`config.mk`:
```
export PLATFORM = sky130hd
export DESIGN_NAME = control_unit_flat
export DESIGN_NICKNAME = d
export VERILOG_FILES = /design/src/rtl/control_unit_if.sv /design/src/rtl/control_unit.sv /design/src/flat_wrapper.sv
export SDC_FILE = /design/constraint.sdc
export NUM_CORES = 1
export LEC_CHECK = 0
export CELL_PAD_IN_SITES_DETAIL_PLACEMENT = 0
export CELL_PAD_IN_SITES_GLOBAL_PLACEMENT = 2
export CORE_AREA = 5 5 111 113
export DETAILED_ROUTE_END_ITERATION = 8
export DIE_AREA = 0 0 116 118
export GPL_ROUTABILITY_DRIVEN = 0
export HOLD_SLACK_MARGIN = 0.03
export PLACE_DENSITY = 0.88
export SLEW_MARGIN = 20
export SYNTH_ARGS = -nofsm -noshare
export SYNTH_HDL_FRONTEND = slang
export SYNTH_SLANG_ARGS = --single-unit
```
`constraint.sdc`:
```
create_clock -name clk -period 3.1 [get_ports clk]
set_clock_uncertainty 0.05 [all_clocks]
set_input_delay 0.62 -clock clk [delete_from_list [all_inputs] [get_ports clk]]
set_output_delay 0.62 -clock clk [all_outputs]
set_load 0.1 [all_outputs]
```
`src/rtl/control_unit_if.sv`:
```
// Control unit <-> datapath bundle: instruction/condition in, strobes out.
interface control_unit_if;
    logic [31:0] ir;
    logic        con_ff;
    logic [5:0]  ALU_Sel;
    logic [31:0] reg_enable;
    logic [31:0] out_sel;
    logic        read;
    logic        write;
    logic        incPC;
    logic        Gra;
    logic        Grb;
    logic        Grc;
    logic        Rin;
    logic        Rout;
    logic        BAout;
    logic        conIn;
    logic        out_en;
    logic        run;
    logic [2:0]  step;

    // Control unit side
    modport master (
        input  ir, con_ff,
        output ALU_Sel, reg_enable, out_sel, read, write, incPC,
               Gra, Grb, Grc, Rin, Rout, BAout, conIn, out_en, run, step
    );

    // Datapath side
    modport slave (
        output ir, con_ff,
        input  ALU_Sel, reg_enable, out_sel, read, write, incPC,
               Gra, Grb, Grc, Rin, Rout, BAout, conIn, out_en, run, step
    );
endinterface

```
`src/rtl/control_unit.sv`:
```
// Moore control unit for the T-step datapath: fetch (T0-T2), opcode-specific
// execute (T3-T7), HALT. Strobes are registered: each edge computes the next
// state and loads the strobe set belonging to it.
module control_unit (
    input  logic           clk,
    input  logic           clr,
    control_unit_if.master bus
);
    typedef enum logic [3:0] {
        S_RST, S_T0, S_T1, S_T2, S_T3, S_T4, S_T5, S_T6, S_T7, S_HALT
    } state_t;

    typedef struct packed {
        logic [5:0]  alu_sel;
        logic [31:0] reg_enable;
        logic [31:0] out_sel;
        logic        read;
        logic        write;
        logic        incpc;
        logic        gra;
        logic        grb;
        logic        grc;
        logic        rin;
        logic        rout;
        logic        baout;
        logic        conin;
        logic        out_en;
        logic        run;
        logic [2:0]  step;
    } ctl_t;

    localparam logic [4:0] OP_LD   = 5'd0;
    localparam logic [4:0] OP_LDI  = 5'd1;
    localparam logic [4:0] OP_ST   = 5'd2;
    localparam logic [4:0] OP_ADD  = 5'd3;
    localparam logic [4:0] OP_SHL  = 5'd11;
    localparam logic [4:0] OP_ADDI = 5'd12;
    localparam logic [4:0] OP_ORI  = 5'd14;
    localparam logic [4:0] OP_MUL  = 5'd15;
    localparam logic [4:0] OP_DIV  = 5'd16;
    localparam logic [4:0] OP_NEG  = 5'd17;
    localparam logic [4:0] OP_NOT  = 5'd18;
    localparam logic [4:0] OP_BR   = 5'd19;
    localparam logic [4:0] OP_JR   = 5'd20;
    localparam logic [4:0] OP_IN   = 5'd22;
    localparam logic [4:0] OP_OUT  = 5'd23;
    localparam logic [4:0] OP_MFHI = 5'd24;
    localparam logic [4:0] OP_MFLO = 5'd25;
    localparam logic [4:0] OP_HALT = 5'd27;

    localparam logic [5:0] ALU_ADD = 6'd3;

    // reg_enable bit positions
    localparam int unsigned RE_HI  = 16;
    localparam int unsigned RE_LO  = 17;
    localparam int unsigned RE_ZH  = 18;
    localparam int unsigned RE_ZL  = 19;
    localparam int unsigned RE_PC  = 20;
    localparam int unsigned RE_IR  = 21;
    localparam int unsigned RE_MDR = 22;
    localparam int unsigned RE_MAR = 23;
    localparam int unsigned RE_Y   = 24;
    // out_sel bit positions
    localparam int unsigned OS_HI  = 16;
    localparam int unsigned OS_LO  = 17;
    localparam int unsigned OS_ZH  = 18;
    localparam int unsigned OS_ZL  = 19;
    localparam int unsigned OS_PC  = 20;
    localparam int unsigned OS_MDR = 22;
    localparam int unsigned OS_INP = 23;
    localparam int unsigned OS_C   = 24;

    state_t     state;
    state_t     nxt_c;
    logic [4:0] op_q;
    logic [4:0] op_c;
    ctl_t       ctl_q;
    logic       unused_ir;

    // Last T-step of each instruction class (halt leaves T3 for HALT instead).
    function automatic logic [2:0] last_step(input logic [4:0] op);
        logic [2:0] s;
        case (op) inside
            OP_LD, OP_ST:            s = 3'd7;
            OP_LDI, [OP_ADD:OP_ORI]: s = 3'd5;
            OP_MUL, OP_DIV, OP_BR:   s = 3'd6;
            OP_NEG, OP_NOT:          s = 3'd4;
            default:                 s = 3'd3;
        endcase
        return s;
    endfunction

    function automatic state_t next_state(input state_t st, input logic [4:0] op);
        state_t n;
        case (st)
            S_RST:   n = S_T0;
            S_T0:    n = S_T1;
            S_T1:    n = S_T2;
            S_T2:    n = S_T3;
            S_T3:    n = (op == OP_HALT) ? S_HALT :
                         (last_step(op) == 3'd3) ? S_T0 : S_T4;
            S_T4:    n = (last_step(op) == 3'd4) ? S_T0 : S_T5;
            S_T5:    n = (last_step(op) == 3'd5) ? S_T0 : S_T6;
            S_T6:    n = (last_step(op) == 3'd6) ? S_T0 : S_T7;
            S_T7:    n = S_T0;
            S_HALT:  n = S_HALT;
            default: n = S_RST;
        endcase
        return n;
    endfunction

    // Strobe set for a state; cf only matters for the br PC update in T6.
    function automatic ctl_t decode(input state_t st, input logic [4:0] op, input logic cf);
        ctl_t c;
        c     = '0;
        c.run = (st != S_HALT);
        case (st)
            S_T0: begin
                c.out_sel[OS_PC]     = 1'b1;
                c.reg_enable[RE_MAR] = 1'b1;
                c.incpc              = 1'b1;
            end
            S_T1: begin
                c.step               = 3'd1;
                c.read               = 1'b1;
                c.reg_enable[RE_MDR] = 1'b1;
            end
            S_T2: begin
                c.step              = 3'd2;
                c.out_sel[OS_MDR]   = 1'b1;
                c.reg_enable[RE_IR] = 1'b1;
            end
            S_T3: begin
                c.step = 3'd3;
                case (op) inside
                    [OP_ADD:OP_ORI]: begin c.grb = 1'b1; c.rout = 1'b1; c.reg_enable[RE_Y] = 1'b1; end
                    OP_LD, OP_LDI, OP_ST: begin c.grb = 1'b1; c.baout = 1'b1; c.reg_enable[RE_Y] = 1'b1; end
                    OP_MUL, OP_DIV: begin c.gra = 1'b1; c.rout = 1'b1; c.reg_enable[RE_Y] = 1'b1; end
                    OP_NEG, OP_NOT: begin
                        c.grb = 1'b1; c.rout = 1'b1;
                        c.alu_sel = {1'b0, op}; c.reg_enable[RE_ZL] = 1'b1;
                    end
                    OP_BR:   begin c.gra = 1'b1; c.rout = 1'b1; c.conin = 1'b1; end
                    OP_JR:   begin c.gra = 1'b1; c.rout = 1'b1; c.reg_enable[RE_PC] = 1'b1; end
                    OP_IN:   begin c.out_sel[OS_INP] = 1'b1; c.gra = 1'b1; c.rin = 1'b1; end
                    OP_OUT:  begin c.gra = 1'b1; c.rout = 1'b1; c.out_en = 1'b1; end
                    OP_MFHI: begin c.out_sel[OS_HI] = 1'b1; c.gra = 1'b1; c.rin = 1'b1; end
                    OP_MFLO: begin c.out_sel[OS_LO] = 1'b1; c.gra = 1'b1; c.rin = 1'b1; end
                    default: ;
                endcase
            end
            S_T4: begin
                c.step = 3'd4;
                case (op) inside
                    [OP_ADD:OP_SHL]: begin
                        c.grc = 1'b1; c.rout = 1'b1;
                        c.alu_sel = {1'b0, op}; c.reg_enable[RE_ZL] = 1'b1;
                    end
                    [OP_ADDI:OP_ORI]: begin
                        c.out_sel[OS_C] = 1'b1;
                        c.alu_sel = {1'b0, op}; c.reg_enable[RE_ZL] = 1'b1;
                    end
                    OP_LD, OP_LDI, OP_ST: begin
                        c.out_sel[OS_C] = 1'b1;
                        c.alu_sel = ALU_ADD; c.reg_enable[RE_ZL] = 1'b1;
                    end
                    OP_MUL, OP_DIV: begin
                        c.grb = 1'b1; c.rout = 1'b1; c.alu_sel = {1'b0, op};
                        c.reg_enable[RE_ZH] = 1'b1; c.reg_enable[RE_ZL] = 1'b1;
                    end
                    OP_NEG, OP_NOT: begin c.out_sel[OS_ZL] = 1'b1; c.gra = 1'b1; c.rin = 1'b1; end
                    OP_BR:   begin c.out_sel[OS_PC] = 1'b1; c.reg_enable[RE_Y] = 1'b1; end
                    default: ;
                endcase
            end
            S_T5: begin
                c.step = 3'd5;
                case (op) inside
                    OP_LDI, [OP_ADD:OP_ORI]: begin c.out_sel[OS_ZL] = 1'b1; c.gra = 1'b1; c.rin = 1'b1; end
                    OP_LD, OP_ST:   begin c.out_sel[OS_ZL] = 1'b1; c.reg_enable[RE_MAR] = 1'b1; end
                    OP_MUL, OP_DIV: begin c.out_sel[OS_ZL] = 1'b1; c.reg_enable[RE_LO] = 1'b1; end
                    OP_BR: begin
                        c.out_sel[OS_C] = 1'b1;
                        c.alu_sel = ALU_ADD; c.reg_enable[RE_ZL] = 1'b1;
                    end
                    default: ;
                endcase
            end
            S_T6: begin
                c.step = 3'd6;
                case (op)
                    OP_LD:  begin c.read = 1'b1; c.reg_enable[RE_MDR] = 1'b1; end
                    OP_ST:  begin c.gra = 1'b1; c.rout = 1'b1; c.reg_enable[RE_MDR] = 1'b1; end
                    OP_MUL, OP_DIV: begin c.out_sel[OS_ZH] = 1'b1; c.reg_enable[RE_HI] = 1'b1; end
                    OP_BR:  begin c.out_sel[OS_ZL] = 1'b1; c.reg_enable[RE_PC] = cf; end
                    default: ;
                endcase
            end
            S_T7: begin
                c.step = 3'd7;
                case (op)
                    OP_LD:   begin c.out_sel[OS_MDR] = 1'b1; c.gra = 1'b1; c.rin = 1'b1; end
                    OP_ST:   c.write = 1'b1;
                    default: ;
                endcase
            end
            default: ;
        endcase
        return c;
    endfunction

    // Opcode is captured on the T2->T3 edge so the T3 strobes can be registered.
    assign op_c      = (state == S_T2) ? bus.ir[31:27] : op_q;
    assign nxt_c     = next_state(state, op_c);
    assign unused_ir = ^bus.ir[26:0];

    // State, opcode latch and registered strobes; clr wins from any state.
    always_ff @(posedge clk) begin
        if (clr) begin
            state <= S_RST;
            op_q  <= '0;
            ctl_q <= decode(S_RST, 5'd0, 1'b0);
        end else begin
            state <= nxt_c;
            op_q  <= op_c;
            ctl_q <= decode(nxt_c, op_c, bus.con_ff);
        end
    end

    assign bus.ALU_Sel    = ctl_q.alu_sel;
    assign bus.reg_enable = ctl_q.reg_enable;
    assign bus.out_sel    = ctl_q.out_sel;
    assign bus.read       = ctl_q.read;
    assign bus.write      = ctl_q.write;
    assign bus.incPC      = ctl_q.incpc;
    assign bus.Gra        = ctl_q.gra;
    assign bus.Grb        = ctl_q.grb;
    assign bus.Grc        = ctl_q.grc;
    assign bus.Rin        = ctl_q.rin;
    assign bus.Rout       = ctl_q.rout;
    assign bus.BAout      = ctl_q.baout;
    assign bus.conIn      = ctl_q.conin;
    assign bus.out_en     = ctl_q.out_en;
    assign bus.run        = ctl_q.run;
    assign bus.step       = ctl_q.step;
endmodule

```
`src/flat_wrapper.sv`:
```
// flat-port wrapper written by rule: the top's interface ports become plain ports
module control_unit_flat 
  (clk, clr, bus_ir, bus_con_ff, bus_ALU_Sel, bus_reg_enable, bus_out_sel, bus_read, bus_write, bus_incPC, bus_Gra, bus_Grb, bus_Grc, bus_Rin, bus_Rout, bus_BAout, bus_conIn, bus_out_en, bus_run, bus_step);
  control_unit_if bus_i ();
  input  logic clk;
  input  logic clr;
  input wire logic [$bits(bus_i.ir)-1:0] bus_ir;
  input wire logic [$bits(bus_i.con_ff)-1:0] bus_con_ff;
  output wire logic [$bits(bus_i.ALU_Sel)-1:0] bus_ALU_Sel;
  output wire logic [$bits(bus_i.reg_enable)-1:0] bus_reg_enable;
  output wire logic [$bits(bus_i.out_sel)-1:0] bus_out_sel;
  output wire logic [$bits(bus_i.read)-1:0] bus_read;
  output wire logic [$bits(bus_i.write)-1:0] bus_write;
  output wire logic [$bits(bus_i.incPC)-1:0] bus_incPC;
  output wire logic [$bits(bus_i.Gra)-1:0] bus_Gra;
  output wire logic [$bits(bus_i.Grb)-1:0] bus_Grb;
  output wire logic [$bits(bus_i.Grc)-1:0] bus_Grc;
  output wire logic [$bits(bus_i.Rin)-1:0] bus_Rin;
  output wire logic [$bits(bus_i.Rout)-1:0] bus_Rout;
  output wire logic [$bits(bus_i.BAout)-1:0] bus_BAout;
  output wire logic [$bits(bus_i.conIn)-1:0] bus_conIn;
  output wire logic [$bits(bus_i.out_en)-1:0] bus_out_en;
  output wire logic [$bits(bus_i.run)-1:0] bus_run;
  output wire logic [$bits(bus_i.step)-1:0] bus_step;
  assign bus_i.ir = bus_ir;
  assign bus_i.con_ff = bus_con_ff;
  assign bus_ALU_Sel = bus_i.ALU_Sel;
  assign bus_reg_enable = bus_i.reg_enable;
  assign bus_out_sel = bus_i.out_sel;
  assign bus_read = bus_i.read;
  assign bus_write = bus_i.write;
  assign bus_incPC = bus_i.incPC;
  assign bus_Gra = bus_i.Gra;
  assign bus_Grb = bus_i.Grb;
  assign bus_Grc = bus_i.Grc;
  assign bus_Rin = bus_i.Rin;
  assign bus_Rout = bus_i.Rout;
  assign bus_BAout = bus_i.BAout;
  assign bus_conIn = bus_i.conIn;
  assign bus_out_en = bus_i.out_en;
  assign bus_run = bus_i.run;
  assign bus_step = bus_i.step;
  control_unit u_core (.clk(clk), .clr(clr), .bus(bus_i));
endmodule
```
### Word level (Yosys, flattened, before mapping)

Index checks and enable logic that the tools add are counted.

* register bits: 94
* output and inout port bits: 85

* reduce and logical (&&, ||, !) cells: 19
* bitwise logic cells: 4
* equal/unequal tests: 35
* magnitude comparators: 4
* muxes and demuxes: 118

Operators by type and width (count)
* $mux W1: 75
* $eq A5 B5 Y1 const B: 10
* $mux W6: 8
* $pmux W4 S9: 1
* $mux W3: 11
* $eq A4 B3 Y1 const B: 8
* $pmux W3 S7: 1
* $mux W5: 4
* $pmux W1 S2: 9
* $pmux W6 S3: 1
* $eq A4 B2 Y1 const B: 4
* $reduce_or A15 Y1: 1
* $reduce_or A14 Y1: 1
* $reduce_or A2 Y1: 7
* $eq A4 B4 Y1 const B: 3
* $reduce_or A12 Y1: 1
* $le A5 B4 Y1 const B: 2
* $eq A3 B3 Y1 const B: 3
* $pmux W1 S3: 3
* $reduce_or A3 Y1: 3
* $eq A4 B1 Y1 const B: 2
* $mux W4: 2
* $reduce_or A6 Y1: 1
* $eq A5 B1 Y1 const B: 1
* other kinds (13): 18

### Longest topological paths before layout

* depth after elaboration: 16
* depth in mapped cells: 9

### Least setup slack after synthesis

Ideal clock, no wire load.

* path kind: in2reg
* from: in bus_ir[27]
* to: reg u_core.ctl_q, in the netlist u_core.bus.out_sel[20]
* arrival time: 2.083 ns
* setup slack: 0.843 ns
* stages: 7
* path through: clkbuf_1 nand3_1 mux2_2 or4b_1 o311a_1 nand4_1 o21ai_1

* word-level cells in the longest chain between the ends: 14

RTL lines
* start: declaration: RTL line flat_wrapper.sv:7 `input wire logic [$bits(bus_i.ir)-1:0] bus_ir;`
* $mux W5 (*): RTL line control_unit.sv:213 `assign op_c = (state == S_T2) ? bus.ir[31:27] : op_q;`
* branches (longest 12 deep; another with $ge A5 B2 Y1)
* $pmux W1 S2 (*): RTL line control_unit.sv:117 `case (st)`
* end signal: assignment: RTL line control_unit.sv:222 `ctl_q <= decode(S_RST, 5'd0, 1'b0);`
* end signal: assignment: RTL line control_unit.sv:226 `ctl_q <= decode(nxt_c, op_c, bus.con_ff);`
* end: declaration: RTL line control_unit.sv:77 `ctl_t ctl_q;`

Every way passes the cells marked *. The select of a mux whose other input is x is not followed.
A chain may end at the register's enable or synchronous reset.

### Worst setup path after layout

* from: reg u_core.state[2]
* to: reg u_core.ctl_q, in the netlist u_core.bus.out_sel[17]

* word-level cells in the longest chain between the ends: 16

RTL lines
* start: declaration: RTL line control_unit.sv:73 `state_t state;`
* start signal: assignment: RTL line control_unit.sv:224 `state <= nxt_c;`
* branches (longest 16 deep; another with $ge A5 B2 Y1)

Parallel ways; which one is timed is not known. The select of a mux whose other input is x is not followed.

==> flow_summary.rst <==
.. list-table::
   :header-rows: 1

   * - Metric
     - Value
   * - Run status
     - finished, final reports clean
   * - Clock root buffer master
     - sky130_fd_sc_hd__clkbuf_16
   * - Number of remaining DRC errors
     - 0
   * - Part of the Yosys area used for sequential elements
     - 32.8%
   * - Ys flop type
     - sky130_fd_sc_hd__dfxtp_1
   * - Cts-stage hold buffer count
     - 0
   * - Pin count of the biggest net entering global routing
     - 24
   * - Category of the worst setup path capture point
     - flop
   * - Number of unique standard cell types used by synthesis
     - between 60 and 70
   * - Core region area
     - 11,200 µm²
   * - Detailed-route wire length per cell
     - around 15 µm
   * - Setup repair bufs after CTS
     - 0
   * - Total routing usage reported by global routing
     - 11.5%
   * - Resized cells post-CTS
     - 0
   * - Cell area after placement
     - 3120 µm²
   * - Final Net Count
     - 411
   * - Number of warnings reported in the yosys synthesis log
     - 0
   * - Non-filler instance count after layout
     - 519
   * - Max-cap violation count
     - 0
   * - RSZ-0062 raised after global routing
     - false
   * - Fraction of final layout cells sized beyond drive strength 1
     - 24.2%
   * - Buffers on Ports
     - 44
   * - Via Count
     - approximately 2,400
   * - HPWL after DPL
     - between 6000 and 7000 µm
   * - Growth of design area from synthesis to finish
     - 19.4%
   * - Transition at the pin with the smallest max-transition slack
     - between 0.7 and 0.8 ns
   * - Syn avg cell area
     - 8.34 µm²
   * - Tightest Hold Check Type
     - flop to flop
   * - Portion of the clock cycle consumed by the worst path in the final layout
     - 82.7%
   * - Horiz. Die Dim
     - between 100 and 150 µm
   * - Global-route wire length before repair
     - 12,500 µm
   * - Residual overflow from global routing
     - 0
   * - Minimum clock period
     - 2.57 ns
   * - Total die area
     - 13,700 µm²
   * - Number of sinks handled by clock tree synthesis
     - 45
   * - Category of the worst setup path launch point
     - flop
   * - Antenna diode count
     - 0
   * - Data arrival time of the critical path
     - 2.71 ns
   * - Final Max Tran Viols
     - 0
   * - Number of antenna violations at the first check in global routing
     - 0
   * - First DRT Iteration DRCs
     - 185
   * - Register bit count reported by yosys
     - 45
   * - Type of the worst setup path
     - flop to flop
   * - Most used cells in the layout excluding fill and tap cells
     - sky130_fd_sc_hd__buf_4 (58), sky130_fd_sc_hd__conb_1 (48), sky130_fd_sc_hd__dfxtp_1 (45), sky130_fd_sc_hd__nor2_1 (32), sky130_fd_sc_hd__nand2_1 (27)
   * - Final number of hold-violating endpoints
     - 0
   * - Crit-path max FO
     - 15
   * - Most common cell after layout, fill and taps aside
     - sky130_fd_sc_hd__buf_4
   * - Post-CTS clock slew at the launch and capture registers of the worst setup and hold paths
     - around 0.060 ns
   * - Worst supply voltage drop on vdd
     - 165 µV
   * - Routed via count divided by cell count
     - 4.63
   * - Total non-filler cell area in the finished layout
     - 3280 µm²
   * - Final count of negative-setup-slack endpoints
     - 0
   * - Worst reg2reg path depth
     - 7
   * - TritonCTS clock tree
     - done
   * - Vias in the first global route
     - between 2,000 and 2,500
   * - Latest clock arrival within the worst-skew pair
     - 0.29 ns
   * - Cell Count Post-Placement
     - 512
   * - Buffer levels on the longest clock path
     - 2
   * - Proportion of register bits with asynchronous set or reset after synthesis
     - 0%
   * - Routed wire length
     - 7960 µm
   * - Remaining antenna violation count
     - 0
   * - Top-level port count
     - 120
   * - Cell depth of the worst min-delay path
     - 2
   * - Worst path required time
     - 3.25 ns
   * - Final total negative setup slack
     - 0 ns
   * - Synthesized netlist cell count
     - 329
   * - Total number of H-tree levels
     - 2
   * - Drt pass-1 iters
     - 4
   * - P_leak
     - approximately 1.3 nW
   * - Min Hold Slack
     - 0.613 ns
   * - Area of the mapped netlist
     - 2740 µm²
   * - Total power consumption of the routed design
     - 1.72 mW
   * - Achievable Freq
     - just under 400 MHz
   * - Height of the chip
     - 118 µm
   * - Post-synth EDFFs
     - 0
   * - Max-slew headroom
     - 49.8%
   * - Cts bufs inserted
     - 5
   * - Cell row count
     - 39
   * - Power density over cell area
     - 524 nW/µm²
   * - Effective utilization at floorplan
     - 24.4%
## final timing paths
| check | startpoint | to | slack (ns) |
|---|---|---|---|
| worst max-delay path | u_core.state[2]$_SDFF_PP0_ | u_core.bus.out_sel[17]$_SDFF_PP0_ | 0.53 |
| worst min-delay path | u_core.state[0]$_SDFF_PP0_ | u_core.bus.reg_enable[21]$_SDFF_PP0_ | 0.61 |
| worst max register to register | u_core.state[2]$_SDFF_PP0_ | u_core.bus.out_sel[17]$_SDFF_PP0_ | 0.53 |
| worst min register to register | u_core.state[0]$_SDFF_PP0_ | u_core.bus.reg_enable[21]$_SDFF_PP0_ | 0.61 |
## stage by stage
stage               util [%]  worst slack (ns)
floorplan                  -             0.843
detailed placement      27.8             0.327
global route            29.2             0.338
finish                  29.2             0.535
CTS                     29.2             0.539
global placement        27.8             0.290
## logic make-up after synthesis
group / Yosys count / synth area share (%)
and+or+nand+nor: 125 / 24.9
buffers and inverters: 79 / 18.8
AOI/OAI and AO/OA: 66 / 17.1
DFF: 45 / 32.8
muxes: 11 / 4.92
xor gates and xnor gates: 2 / 1.32
other: 1 / 0.137
## worst max-delay path: stages, from the launching register on
cell and delay [ns]:
sky130_fd_sc_hd__dfxtp_1 0.39, sky130_fd_sc_hd__and4bb_1 0.49, sky130_fd_sc_hd__buf_4 0.30, sky130_fd_sc_hd__a21oi_2 0.07, sky130_fd_sc_hd__a21o_1 0.21, sky130_fd_sc_hd__or4_4 0.58, sky130_fd_sc_hd__a21o_4 0.24, sky130_fd_sc_hd__nor4_4 0.14
## layout make-up
type,instances,area [µm²]
Clock buffer,5,125
Timing Repair Buffer,65,505
Tap cell,143,179
Multi-Input combinational cell,252,1500
Fill cell,1208,7950
Inverter,7,26.3
Clock inverter,2,35.0
Sequential cell,45,901
## flip-flops by register name (all words and copies together), names as in the netlist, 3 cells and up
signal / count
u_core.op_q: 5
u_core.bus.reg_enable: 8
u_core.bus.out_sel: 8
u_core.bus.ALU_Sel: 5
u_core.bus.step: 3
u_core.state: 4
## report_power, final
| group | switching (mW) | internal [mW] |
|---|---|---|
| Sequential | 0.00877 | 0.593 |
| Clock | 0.224 | 0.374 |
| Combinational | 0.438 | 0.0791 |
| Total | 0.671 | 1.05 |
## synth_stat cells, drive strengths merged, types with 2 or more instances
cell type	number	area [µm²]
buf	60	444
nand3b	2	15.0
or4	3	26.3
and3	3	18.8
nand3	9	45.0
mux2i	7	86.3
o31ai	2	28.8
a21o	3	30.0
and2	3	18.8
or4b	2	20.0
nor2b	5	31.3
nand4	5	31.3
and4bb	2	25.0
a211oi	3	27.5
a21oi	21	113
nor3	12	60.1
mux2	4	48.8
dfxtp	45	901
o21ai	8	40.0
nor2	33	126
a31oi	10	62.6
inv	7	26.3
clkbuf	12	45.0
a31o	2	17.5
nand2	27	101
or2	5	31.3
or3	6	37.5
o21a	2	15.0
a32oi	2	17.5
nor4	3	40.0
## layer usage
| metal | wire [µm] | part of all wire [%] | GRT usage (%) | vias up |
|---|---|---|---|---|
| li1 | - | - | - | 1147 |
| met1 | 3160 | 40 | 14.9 | 1102 |
| met2 | 3710 | 47 | 17.2 | 133 |
| met3 | 766 | 9.6 | 2.57 | 23 |
| met4 | 320 | 4.0 | 6.67 | 0 |
| met5 | 0 | 0 | 0 | - |
No activity file was read; power rests on OpenSTA's default activity.
